==> src/rtl/jedro_1_ifu_pkg.sv <==
// Shared types and constants for the jedro_1 prefetching instruction fetch unit.
// Optional feature macro used by the top: JEDRO_1_IFU_MISALIGN_CHK_EN.
package jedro_1_ifu_pkg;

  localparam int unsigned INSTR_BYTES     = 4;
  localparam int unsigned IFU_DATA_WIDTH  = INSTR_BYTES * 8;
  localparam int unsigned IFU_ADDR_WIDTH  = 32;
  localparam int unsigned MAX_MEM_LATENCY = 4;

  typedef struct packed {
    logic [IFU_DATA_WIDTH-1:0] instr;
    logic [IFU_ADDR_WIDTH-1:0] addr;
  } ifu_entry_t;

  function automatic logic word_aligned(input logic [1:0] low_bits);
    return (low_bits == 2'b00);
  endfunction

endpackage

==> src/rtl/jedro_1_ifu_fifo.sv <==
// Synchronous prefetch queue of fetch entries; flush takes priority over push.
// Head entry is read combinationally from the storage at the read pointer.
module jedro_1_ifu_fifo
  import jedro_1_ifu_pkg::*;
#(
  parameter int unsigned DEPTH   = 4,
  parameter type         entry_t = ifu_entry_t
) (
  input  logic                       clk_i,
  input  logic                       rst_i,
  input  logic                       flush_i,
  input  logic                       push_i,
  input  logic                       pop_i,
  input  entry_t                     data_i,
  output entry_t                     data_o,
  output logic [$clog2(DEPTH):0]     count_o,
  output logic                       full_o,
  output logic                       empty_o
);

  localparam int unsigned PTR_W = $clog2(DEPTH);
  localparam int unsigned CNT_W = PTR_W + 1;

  entry_t             mem_r [DEPTH];
  logic [PTR_W-1:0]   wr_ptr_r;
  logic [PTR_W-1:0]   rd_ptr_r;
  logic [CNT_W-1:0]   count_r;
  logic               push_ok_s;
  logic               pop_ok_s;

  assign full_o    = (count_r == CNT_W'(DEPTH));
  assign empty_o   = (count_r == {CNT_W{1'b0}});
  assign count_o   = count_r;
  assign data_o    = mem_r[rd_ptr_r];
  assign push_ok_s = push_i && !full_o;
  assign pop_ok_s  = pop_i && !empty_o;

  // pointer and occupancy state
  always_ff @(posedge clk_i) begin
    if (rst_i || flush_i) begin
      wr_ptr_r <= {PTR_W{1'b0}};
      rd_ptr_r <= {PTR_W{1'b0}};
      count_r  <= {CNT_W{1'b0}};
    end else begin
      if (push_ok_s) wr_ptr_r <= wr_ptr_r + PTR_W'(1);
      if (pop_ok_s)  rd_ptr_r <= rd_ptr_r + PTR_W'(1);
      case ({push_ok_s, pop_ok_s})
        2'b10:   count_r <= count_r + CNT_W'(1);
        2'b01:   count_r <= count_r - CNT_W'(1);
        default: count_r <= count_r;
      endcase
    end
  end

  // entry storage, no reset needed since occupancy gates visibility
  always_ff @(posedge clk_i) begin
    if (push_ok_s) mem_r[wr_ptr_r] <= data_i;
  end

endmodule

==> src/rtl/jedro_1_ifu_prefetch.sv <==
// Prefetching instruction fetch unit: PC, credit-based issue, read-latency tracker, queue.
// Optional JEDRO_1_IFU_MISALIGN_CHK_EN flags misaligned jump targets and halts fetching.
module jedro_1_ifu_prefetch
  import jedro_1_ifu_pkg::*;
#(
  parameter int unsigned           DATA_WIDTH  = 32,
  parameter int unsigned           ADDR_WIDTH  = 32,
  parameter int unsigned           FIFO_DEPTH  = 4,
  parameter int unsigned           MEM_LATENCY = 1,
  parameter logic [ADDR_WIDTH-1:0] RESET_PC    = {ADDR_WIDTH{1'b0}}
) (
  input  logic                  clk_i,
  input  logic                  rst_i,
  input  logic                  jmp_instr_i,
  input  logic [ADDR_WIDTH-1:0] jmp_address_i,
  output logic                  imem_en_o,
  output logic [ADDR_WIDTH-1:0] imem_addr_o,
  input  logic [DATA_WIDTH-1:0] imem_rdata_i,
  output logic [DATA_WIDTH-1:0] cinstr_o,
  output logic [ADDR_WIDTH-1:0] cinstr_addr_o,
  output logic                  cinstr_valid_o,
  input  logic                  cinstr_ready_i
`ifdef JEDRO_1_IFU_MISALIGN_CHK_EN
  , output logic                misalign_o
`endif
);

  localparam int unsigned PC_STEP = DATA_WIDTH / 8;
  localparam int unsigned CNT_W   = $clog2(FIFO_DEPTH) + 1;
  localparam int unsigned OUT_W   = $clog2(MAX_MEM_LATENCY + 1);

  typedef struct packed {
    logic [DATA_WIDTH-1:0] instr;
    logic [ADDR_WIDTH-1:0] addr;
  } entry_t;

  logic [ADDR_WIDTH-1:0]  pc_r;
  logic [ADDR_WIDTH-1:0]  jump_target_s;
  logic [MEM_LATENCY-1:0] trk_vld_r;
  logic [ADDR_WIDTH-1:0]  trk_addr_r [MEM_LATENCY];
  logic [OUT_W-1:0]       outstanding_s;
  logic [31:0]            credit_sum_s;
  logic                   halt_s;
  logic                   issue_s;
  logic                   push_s;
  logic                   pop_s;
  entry_t                 push_entry_s;
  entry_t                 head_s;
  logic [CNT_W-1:0]       fifo_count_s;
  logic                   fifo_full_s;
  logic                   fifo_empty_s;

`ifdef JEDRO_1_IFU_MISALIGN_CHK_EN
  logic misalign_r;

  assign jump_target_s = jmp_address_i;
  assign halt_s        = misalign_r;
  assign misalign_o    = misalign_r;

  // sticky misaligned-target flag, re-evaluated on every jump
  always_ff @(posedge clk_i) begin
    if (rst_i) begin
      misalign_r <= 1'b0;
    end else if (jmp_instr_i) begin
      misalign_r <= !word_aligned(jmp_address_i[1:0]);
    end else begin
      misalign_r <= misalign_r;
    end
  end
`else
  logic unused_low_bits_s;

  assign unused_low_bits_s = ^jmp_address_i[1:0];
  assign jump_target_s     = {jmp_address_i[ADDR_WIDTH-1:2], 2'b00};
  assign halt_s            = 1'b0;
`endif

  // in-flight read count across all tracker stages
  always_comb begin
    outstanding_s = {OUT_W{1'b0}};
    for (int i = 0; i < MEM_LATENCY; i++) begin
      outstanding_s = outstanding_s + OUT_W'(trk_vld_r[i]);
    end
  end

  // Queued plus in-flight words must leave room; a same-cycle pop is deliberately not credited.
  assign credit_sum_s = 32'(fifo_count_s) + 32'(outstanding_s);
  assign issue_s      = !rst_i && !jmp_instr_i && !halt_s && !fifo_full_s
                        && (credit_sum_s < 32'(FIFO_DEPTH));
  assign imem_en_o    = issue_s;
  assign imem_addr_o  = pc_r;

  // program counter
  always_ff @(posedge clk_i) begin
    if (rst_i) begin
      pc_r <= RESET_PC;
    end else if (jmp_instr_i) begin
      pc_r <= jump_target_s;
    end else if (issue_s) begin
      pc_r <= pc_r + ADDR_WIDTH'(PC_STEP);
    end else begin
      pc_r <= pc_r;
    end
  end

  // tracker valid bits; a jump kills every read still in flight
  always_ff @(posedge clk_i) begin
    if (rst_i || jmp_instr_i) begin
      trk_vld_r <= {MEM_LATENCY{1'b0}};
    end else begin
      trk_vld_r[0] <= issue_s;
      for (int i = 1; i < MEM_LATENCY; i++) trk_vld_r[i] <= trk_vld_r[i-1];
    end
  end

  // tracker addresses travel alongside the valid bits
  always_ff @(posedge clk_i) begin
    trk_addr_r[0] <= pc_r;
    for (int i = 1; i < MEM_LATENCY; i++) trk_addr_r[i] <= trk_addr_r[i-1];
  end

  assign push_s       = trk_vld_r[MEM_LATENCY-1];
  assign push_entry_s = '{instr: imem_rdata_i, addr: trk_addr_r[MEM_LATENCY-1]};
  assign pop_s        = !fifo_empty_s && cinstr_ready_i;

  jedro_1_ifu_fifo #(
    .DEPTH   (FIFO_DEPTH),
    .entry_t (entry_t)
  ) u_fifo (
    .clk_i   (clk_i),
    .rst_i   (rst_i),
    .flush_i (jmp_instr_i),
    .push_i  (push_s),
    .pop_i   (pop_s),
    .data_i  (push_entry_s),
    .data_o  (head_s),
    .count_o (fifo_count_s),
    .full_o  (fifo_full_s),
    .empty_o (fifo_empty_s)
  );

  // present the queue head, zeroed while the queue is empty
  always_comb begin
    cinstr_valid_o = !fifo_empty_s;
    if (fifo_empty_s) begin
      cinstr_o      = {DATA_WIDTH{1'b0}};
      cinstr_addr_o = {ADDR_WIDTH{1'b0}};
    end else begin
      cinstr_o      = head_s.instr;
      cinstr_addr_o = head_s.addr;
    end
  end

endmodule

==> config.mk <==
export PLATFORM = sky130hd
export DESIGN_NAME = jedro_1_ifu_prefetch
export DESIGN_NICKNAME = d
export VERILOG_FILES = /design/src/rtl/jedro_1_ifu_pkg.sv /design/src/rtl/jedro_1_ifu_fifo.sv /design/src/rtl/jedro_1_ifu_prefetch.sv
export SDC_FILE = /design/constraint.sdc
export NUM_CORES = 1
export LEC_CHECK = 0
export BUFFER_PORTS_ARGS = -buffer_cell sky130_fd_sc_hd__buf_2
export CAP_MARGIN = 10
export CELL_PAD_IN_SITES_DETAIL_PLACEMENT = 0
export CELL_PAD_IN_SITES_GLOBAL_PLACEMENT = 1
export CORE_MARGIN = 10
export CORE_UTILIZATION = 40
export CTS_CLUSTER_DIAMETER = 30
export CTS_CLUSTER_SIZE = 12
export DETAILED_ROUTE_END_ITERATION = 8
export HOLD_SLACK_MARGIN = 0.06
export PLACE_DENSITY = 0.69
export REMOVE_ABC_BUFFERS = 1
export SETUP_SLACK_MARGIN = 0.15
export SLEW_MARGIN = 20
export SYNTH_ARGS = -nofsm -noshare
export SYNTH_HDL_FRONTEND = slang
export SYNTH_SLANG_ARGS = --single-unit
==> constraint.sdc <==
create_clock -name clk_i -period 3.96 [get_ports clk_i]
set_input_delay 0.792 -clock clk_i [delete_from_list [all_inputs] [get_ports clk_i]]
set_output_delay 0.792 -clock clk_i [all_outputs]
set_load 0.01 [all_outputs]
Word-level counts from Yosys, hierarchy flattened
Memory sizes are Yosys's and may differ from the RTL's. A register that Yosys moved wholly into a read port is not among the register bits.
Index checks and enable logic that the tools add are counted.
{"block": "op_classes", "add_sub_neg": 6, "n_mul": 0, "div_mod_pow": 0, "order_cmp": 1, "eq_ne": 3, "n_shift": 0, "n_mux": 9, "bitwise": 0, "n_reduce_logical": 15}
{"op": "2-to-1 mux 32 bit", "n": 4}
{"op": "adder 32 x 3 -> 32 bit (second input constant)", "n": 1}
{"op": "logical AND 1 bit", "n": 6}
{"op": "one-hot mux 3 bit (2 select lines)", "n": 1}
{"op": "adder 2 x 1 -> 2 bit (second input constant)", "n": 2}
{"op": "adder 3 x 1 -> 4 bit", "n": 1}
{"op": "logical NOT 1 bit", "n": 4}
{"op": "< comparator 4 x 3 -> 1 bit (second input constant)", "n": 1}
{"op": "2-to-1 mux 2 bit", "n": 2}
{"op": "nonzero test 2 bit", "n": 2}
{"op": "adder 3 x 1 -> 3 bit (second input constant)", "n": 1}
{"op": "== test 3 bit (second input constant)", "n": 1}
{"op": "logical NOT 3 bit", "n": 1}
{"op": "subtractor 3 x 1 -> 3 bit (second input constant)", "n": 1}
{"op": "== test 2 x 1 -> 1 bit (second input constant)", "n": 1}
{"op": "== test 2 bit (second input constant)", "n": 1}
{"op": "2-to-1 mux 1 bit", "n": 2}
{"op": "OR reduction 2 bit", "n": 1}
{"op": "logical OR 1 bit", "n": 1}
{"block": "word_totals", "register_bits": 40, "latch_bits": 0, "mem_bits_rw": 288, "rom_bits": 0, "inputBits": 68, "out_inout_bits": 98, "elab_cells": 42, "n_memories": 2}
{"name": "u_fifo.mem_r", "words": 4, "word_bits": 64, "rd": 1, "rd_clocked_by_memory_dff": 1, "write_ports": 1, "line_no": "jedro_1_ifu_fifo.sv:24", "text": "entry_t mem_r [DEPTH];"}
{"name": "trk_addr_r", "words": 1, "word_bits": 32, "rd": 1, "rd_clocked_by_memory_dff": 0, "write_ports": 1, "line_no": "jedro_1_ifu_prefetch.sv:40", "text": "logic [ADDR_WIDTH-1:0] trk_addr_r [MEM_LATENCY];"}

Longest topological paths before layout
{"block": "depth", "depth_word": 6, "ltp_mapped": 9}

Modules after synthesis
A second synthesis with hierarchy kept.
{"block": "hier_totals", "cells_unflattened": 739, "area_unflattened_um2": 12609.6}
{"mod": "jedro_1_ifu_fifo", "n_inst": 1, "cells_each": 390, "area_each_um2": 9706.8, "seq_area_each_um2": 7867.5}
{"mod": "jedro_1_ifu_prefetch", "n_inst": 1, "cells_each": 349, "area_each_um2": 2902.8, "seq_area_each_um2": 1221.2}

Least setup slack after synthesis
OpenSTA, ideal clock, no wires.
{"block": "synth_path", "path_kind": "reg-to-reg", "start": "register u_fifo.count_r[1], in the netlist u_fifo.count_o[1]", "end": "memory u_fifo.mem_r[0][10] (netlist name) (enable)", "t_arrival_ns": 2.349, "path_slack_ns": 1.184, "path_stages_with_launch": 4, "period_less_slack_ns": 2.776, "cell_sequence": "dfxtp_1 inv_1 a31oi_1 and2_1"}
{"block": "synth_between", "elab_chain_len": 5}
{"element": "from (decl)", "line_no": "jedro_1_ifu_fifo.sv:27", "text": "logic [CNT_W-1:0] count_r;"}
{"element": "from (signal assigned)", "line_no": "jedro_1_ifu_fifo.sv:43", "text": "count_r <= {CNT_W{1'b0}};"}
{"element": "from (signal assigned)", "line_no": "jedro_1_ifu_fifo.sv:48", "text": "2'b10: count_r <= count_r + CNT_W'(1);"}
{"element": "from (signal assigned)", "line_no": "jedro_1_ifu_fifo.sv:49", "text": "2'b01: count_r <= count_r - CNT_W'(1);"}
{"element": "== test 3 bit", "line_no": "jedro_1_ifu_fifo.sv:31", "text": "assign full_o = (count_r == CNT_W'(DEPTH));"}
{"element": "logical NOT 1 bit", "line_no": "jedro_1_ifu_fifo.sv:35", "text": "assign push_ok_s = push_i && !full_o;"}
{"element": "logical AND 1 bit", "line_no": "jedro_1_ifu_fifo.sv:35"}
{"element": "2-to-1 mux 1 bit", "line_no": "jedro_1_ifu_fifo.sv:57", "text": "if (push_ok_s) mem_r[wr_ptr_r] <= data_i;"}
{"element": "2-to-1 mux 1 bit (not written as such)", "line_no": "jedro_1_ifu_fifo.sv:57"}
{"element": "to (decl)", "line_no": "jedro_1_ifu_fifo.sv:24"}
Every way passes these cells.

Final worst setup path
{"block": "layout_path", "start": "register u_fifo.count_r[0], in the netlist u_fifo.count_o[0]", "end": "output cinstr_addr_o[31]"}
{"block": "layout_between", "elab_chain_len": 2}
{"element": "logical NOT 3 bit", "line_no": "jedro_1_ifu_fifo.sv:32", "text": "assign empty_o = (count_r == {CNT_W{1'b0}});"}
{"element": "2-to-1 mux 32 bit", "line_no": "jedro_1_ifu_prefetch.sv:145", "text": "if (fifo_empty_s) begin"}
{"element": "to (decl)", "line_no": "jedro_1_ifu_prefetch.sv:20", "text": "output logic [ADDR_WIDTH-1:0] cinstr_addr_o,"}
Every way passes these cells.

==> reports/qor.csv <==
stage,metric,value,unit
run_status,status,"finished, final reports clean",
cts,CTS sink cnt,318,
flow_run,# Max-Cap Violations,0,
worst_setup_path,Worst Path Arrival,2.46,ns
placed_design,IO Port Bufs,159,
logic_synthesis,Ys Warns,0,
floorplanning,core area,29900,µm²
timing,Fmax,307,MHz
power_and_ir_drop,Static Leakage,5.84,nW
route,Total Wirelength,28900,µm
cts,clock latency on the worst-skew pair,0.55,ns
logic_synthesis,"Seq/Total Area, Yosys",0.724,
power_and_ir_drop,sequential power share,0.366,
worst_setup_path,Crit Path Max Fanout,34,
worst_setup_path,FF-to-FF setup slack,1.36,ns
power_and_ir_drop,Psw,2.04,mW
route,residual DRC count,0,
worst_setup_path,kind of end point of the critical path,primary output,
route,post-detailed-route wirelength per cell,21.2,µm
timing,final setup vio count,0,
placed_design,placed insts,1234,
grt,global-route wire length before repair,45400,µm
cts,"Reg clk slew, reported paths",0.05,ns
cts,cts bufs inserted,71,
hold_path,Worst Hold Class,reg2reg,
cts,hold buffer count at cts,0,
timing,min Tclk post-route,3.25,ns
worst_setup_path,Worst EP required,3.17,ns
power_and_ir_drop,Sw Share,0.198,
cts,CTS tree,done,
timing,Final Hold Fails,0,
power_and_ir_drop,PnR Total Power,10.3,mW
cts,Post-CTS Setup Inserts,0,
worst_setup_path,Startpoint Class,register,
floorplanning,chip width,195,µm
grt,GR Overflow Total,0,
timing,max-slew violations,0,
worst_setup_path,WS Path Type,reg2out,
hold_path,worst min-delay path startpoint,imem_addr_o[30]$_SDFFE_PP0P_,
floorplanning,die area,38000,µm²
placed_design,Placer Congestion,0.730,
logic_synthesis,most common flop cell mapped by yosys,edfxtp_1,
floorplanning,row count,63,
timing,unrepaired setup endpoints after global routing,no,
power_and_ir_drop,Comb power frac,0.032,
timing,Min Hold Slack,0.373,ns
cts,clock root buffer,clkbuf_16,
timing,Worst Max-Slew Pin Slew,1.06,ns
route,Vias/cell,5.16,
cells_and_area,Post-layout nets,992,
timing,final clock skew,0.0226,ns
route,Final ANT Viol Nets,0,
cells_and_area,Non-Filler Instances,1362,
hold_path,Worst Hold Depth,0,
cells_and_area,layout cell share with drive strength beyond 1,0.368,
floorplanning,die height,195,µm
worst_setup_path,reg-to-reg startpoint,u_fifo.count_o[2]$_SDFFE_PP0P_,
floorplanning,Ports,166,
grt,vias in the first global route,7578,
worst_setup_path,Worst R2R End,u_fifo.count_o[2]$_SDFFE_PP0P_,
logic_synthesis,"EDFF count, synth",248,
timing,Tcrit/Tclk final,0.822,
grt,GRT Total Usage,0.152,
cells_and_area,Antenna diodes,0,
logic_synthesis,Synth cell types,47,
route,vias after detailed routing,7031,
worst_setup_path,R2R depth,8,
timing,Fin Setup TNS,0,ns
cts,H-tree depth,3,
cts,Post-CTS Resized,0,
placed_design,Detailed Place HPWL,16900,µm
timing,Max-Slew Margin vs Limit,0.295,
power_and_ir_drop,clock power share,0.601,
hold_path,Min-Delay Endpoint,trk_addr_r[0][30]$_DFF_P_,
power_and_ir_drop,VDD IR-drop max,0.000298,V
cells_and_area,final core occ,0.535,
cells_and_area,Layout area overhead,30.8,%
logic_synthesis,Post-Syn Area,12200,µm²
floorplanning,Initial Utilization,0.409,
cts,clk buf depth,3,
logic_synthesis,Mapped Avg Cell Area,17.1,µm²
logic_synthesis,synthesized instance count,713,
logic_synthesis,asr flop ratio synth,0,
grt,initial antenna violation count,0,
power_and_ir_drop,P_int,8.25,mW
route,drt initial violations,436,
route,DR pass1 iterations,4,
logic_synthesis,register bit total from synthesis,318,
grt,largest net degree at the start of global routing,63,
power_and_ir_drop,power per standard cell area,643,nW/µm²
==> cells in the final DEF, fill, tap and decap left out, types with 8 or more instances in the layout <==
| cell type | Yosys | routed |
|---|---|---|
| a21oi_1 | 11 | 11 |
| a31oi_1 | 17 | 17 |
| and2_1 | 77 | 73 |
| and3_1 | 8 | 8 |
| buf_2 | 9 | 159 |
| buf_4 | 4 | 9 |
| bufinv_16 | 0 | 16 |
| clkbuf_1 | 26 | 9 |
| clkbuf_16 | 0 | 72 |
| clkinvlp_4 | 0 | 8 |
| dfxtp_1 | 70 | 68 |
| edfxtp_1 | 248 | 248 |
| inv_1 | 14 | 14 |
| mux4_2 | 62 | 62 |
| nand2_1 | 29 | 29 |
| nand3_1 | 14 | 14 |
| nand4_1 | 11 | 11 |
| nor2_1 | 24 | 24 |
| o22ai_1 | 11 | 11 |
| xor2_1 | 11 | 11 |
==> cell type report <==
class                   instances  area [µm²]
fillers                      2446       13900
flip-flops and latches        318        8860
multi-input cells             341        3140
clock buffers                  84        1880
repair buffers                170         903
clock inverters                44         672
well taps                     390         488
inverters                      15        61.3
==> kinds of logic after synthesis <==
group	count (synthesis)	synth area share
flops	318	0.724
xor+xnor	16	0.0115
other cells	1	0.000307
compound gates	66	0.0355
fa+ha+maj	7	0.00778
mux	65	0.117
buf+inv	57	0.0213
simple gates	183	0.0832
==> state kept, by name (all words and copies together), names as in the netlist, named ones only <==
signal and count:
u_fifo.mem_r 248, imem_addr_o 30, trk_addr_r 30, u_fifo.count_o 3
u_fifo.rd_ptr_r 2, u_fifo.wr_ptr_r 2, push_s 1
==> critical path, stage by stage (launching register included) <==
cell and delay [ns]:
dfxtp_1 0.33, or3_2 0.82, buf_4 0.38, and2_1 0.21, buf_2 0.15
==> how the worst max path moves through the flow <==
| stage | from | cells after the start | slack [ns] | end |
|---|---|---|---|---|
| finish | u_fifo.count_o[0]$_SDFFE_PP0P_ | 4 | 0.71 | cinstr_addr_o[31] |
| global route | u_fifo.count_o[0]$_SDFFE_PP0P_ | 4 | 0.58 | cinstr_addr_o[31] |
| CTS | u_fifo.count_o[0]$_SDFFE_PP0P_ | 4 | 0.65 | cinstr_addr_o[31] |
| detailed placement | jmp_instr_i | 5 | 1.06 | imem_en_o |
| global placement | jmp_instr_i | 5 | 1.06 | imem_en_o |
| floorplan | register | 2 | -0.32 | cinstr_addr_o[10] |
==> cells in the mapped netlist, drive strengths merged, types with 3 or more instances <==
master	instances	area, µm²
xnor2	5	43.8
xor2	11	96.3
nand2	29	109
and2	77	482
buf	16	101
nor4	3	25.0
ha	6	75.1
a221oi	3	26.3
nor2	24	90.1
mux4	62	1400
a21oi	11	55.1
nand3	14	70.1
o211ai	3	22.5
clkbuf	26	97.6
nor3	4	20.0
inv	15	61.3
o22ai	11	68.8
nand4	12	90.1
and3	8	50.1
o31a	3	26.3
dfxtp	70	1400
o21ai	7	35.0
edfxtp	248	7450
or3	6	37.5
a31oi	17	106
==> power by group through the flow <==
stage          Sequential, mW  Combinational [mW]  Clock [mW]
5_1_grt                  3.78               0.370        6.50
6_report                 3.77               0.333        6.19
3_5_place_dp             3.83               0.341           0
3_3_place_gp             3.82               0.338           0
4_1_cts                  3.77               0.343        6.30
2_1_floorplan            3.82               0.161           0
==> stage by stage <==
| stage | setup slack (ns) | area (µm²) |
|---|---|---|
| after floorplan | -0.316 | 12000 |
| after global placement | 1.06 | 13400 |
| after detailed placement | 1.06 | 13400 |
| after CTS | 0.651 | 16000 |
| after global routing | 0.576 | 16000 |
| final | 0.705 | 16000 |
==> routing by layer <==
metal,global-route usage,up-vias,share of wire
met3,0.0439,52,0.057
met5,0,-,0
met4,0.0473,0,0.020
met2,0.234,226,0.48
met1,0.204,3527,0.45
li1,-,3226,-
Power figures use the tool's default switching activity.
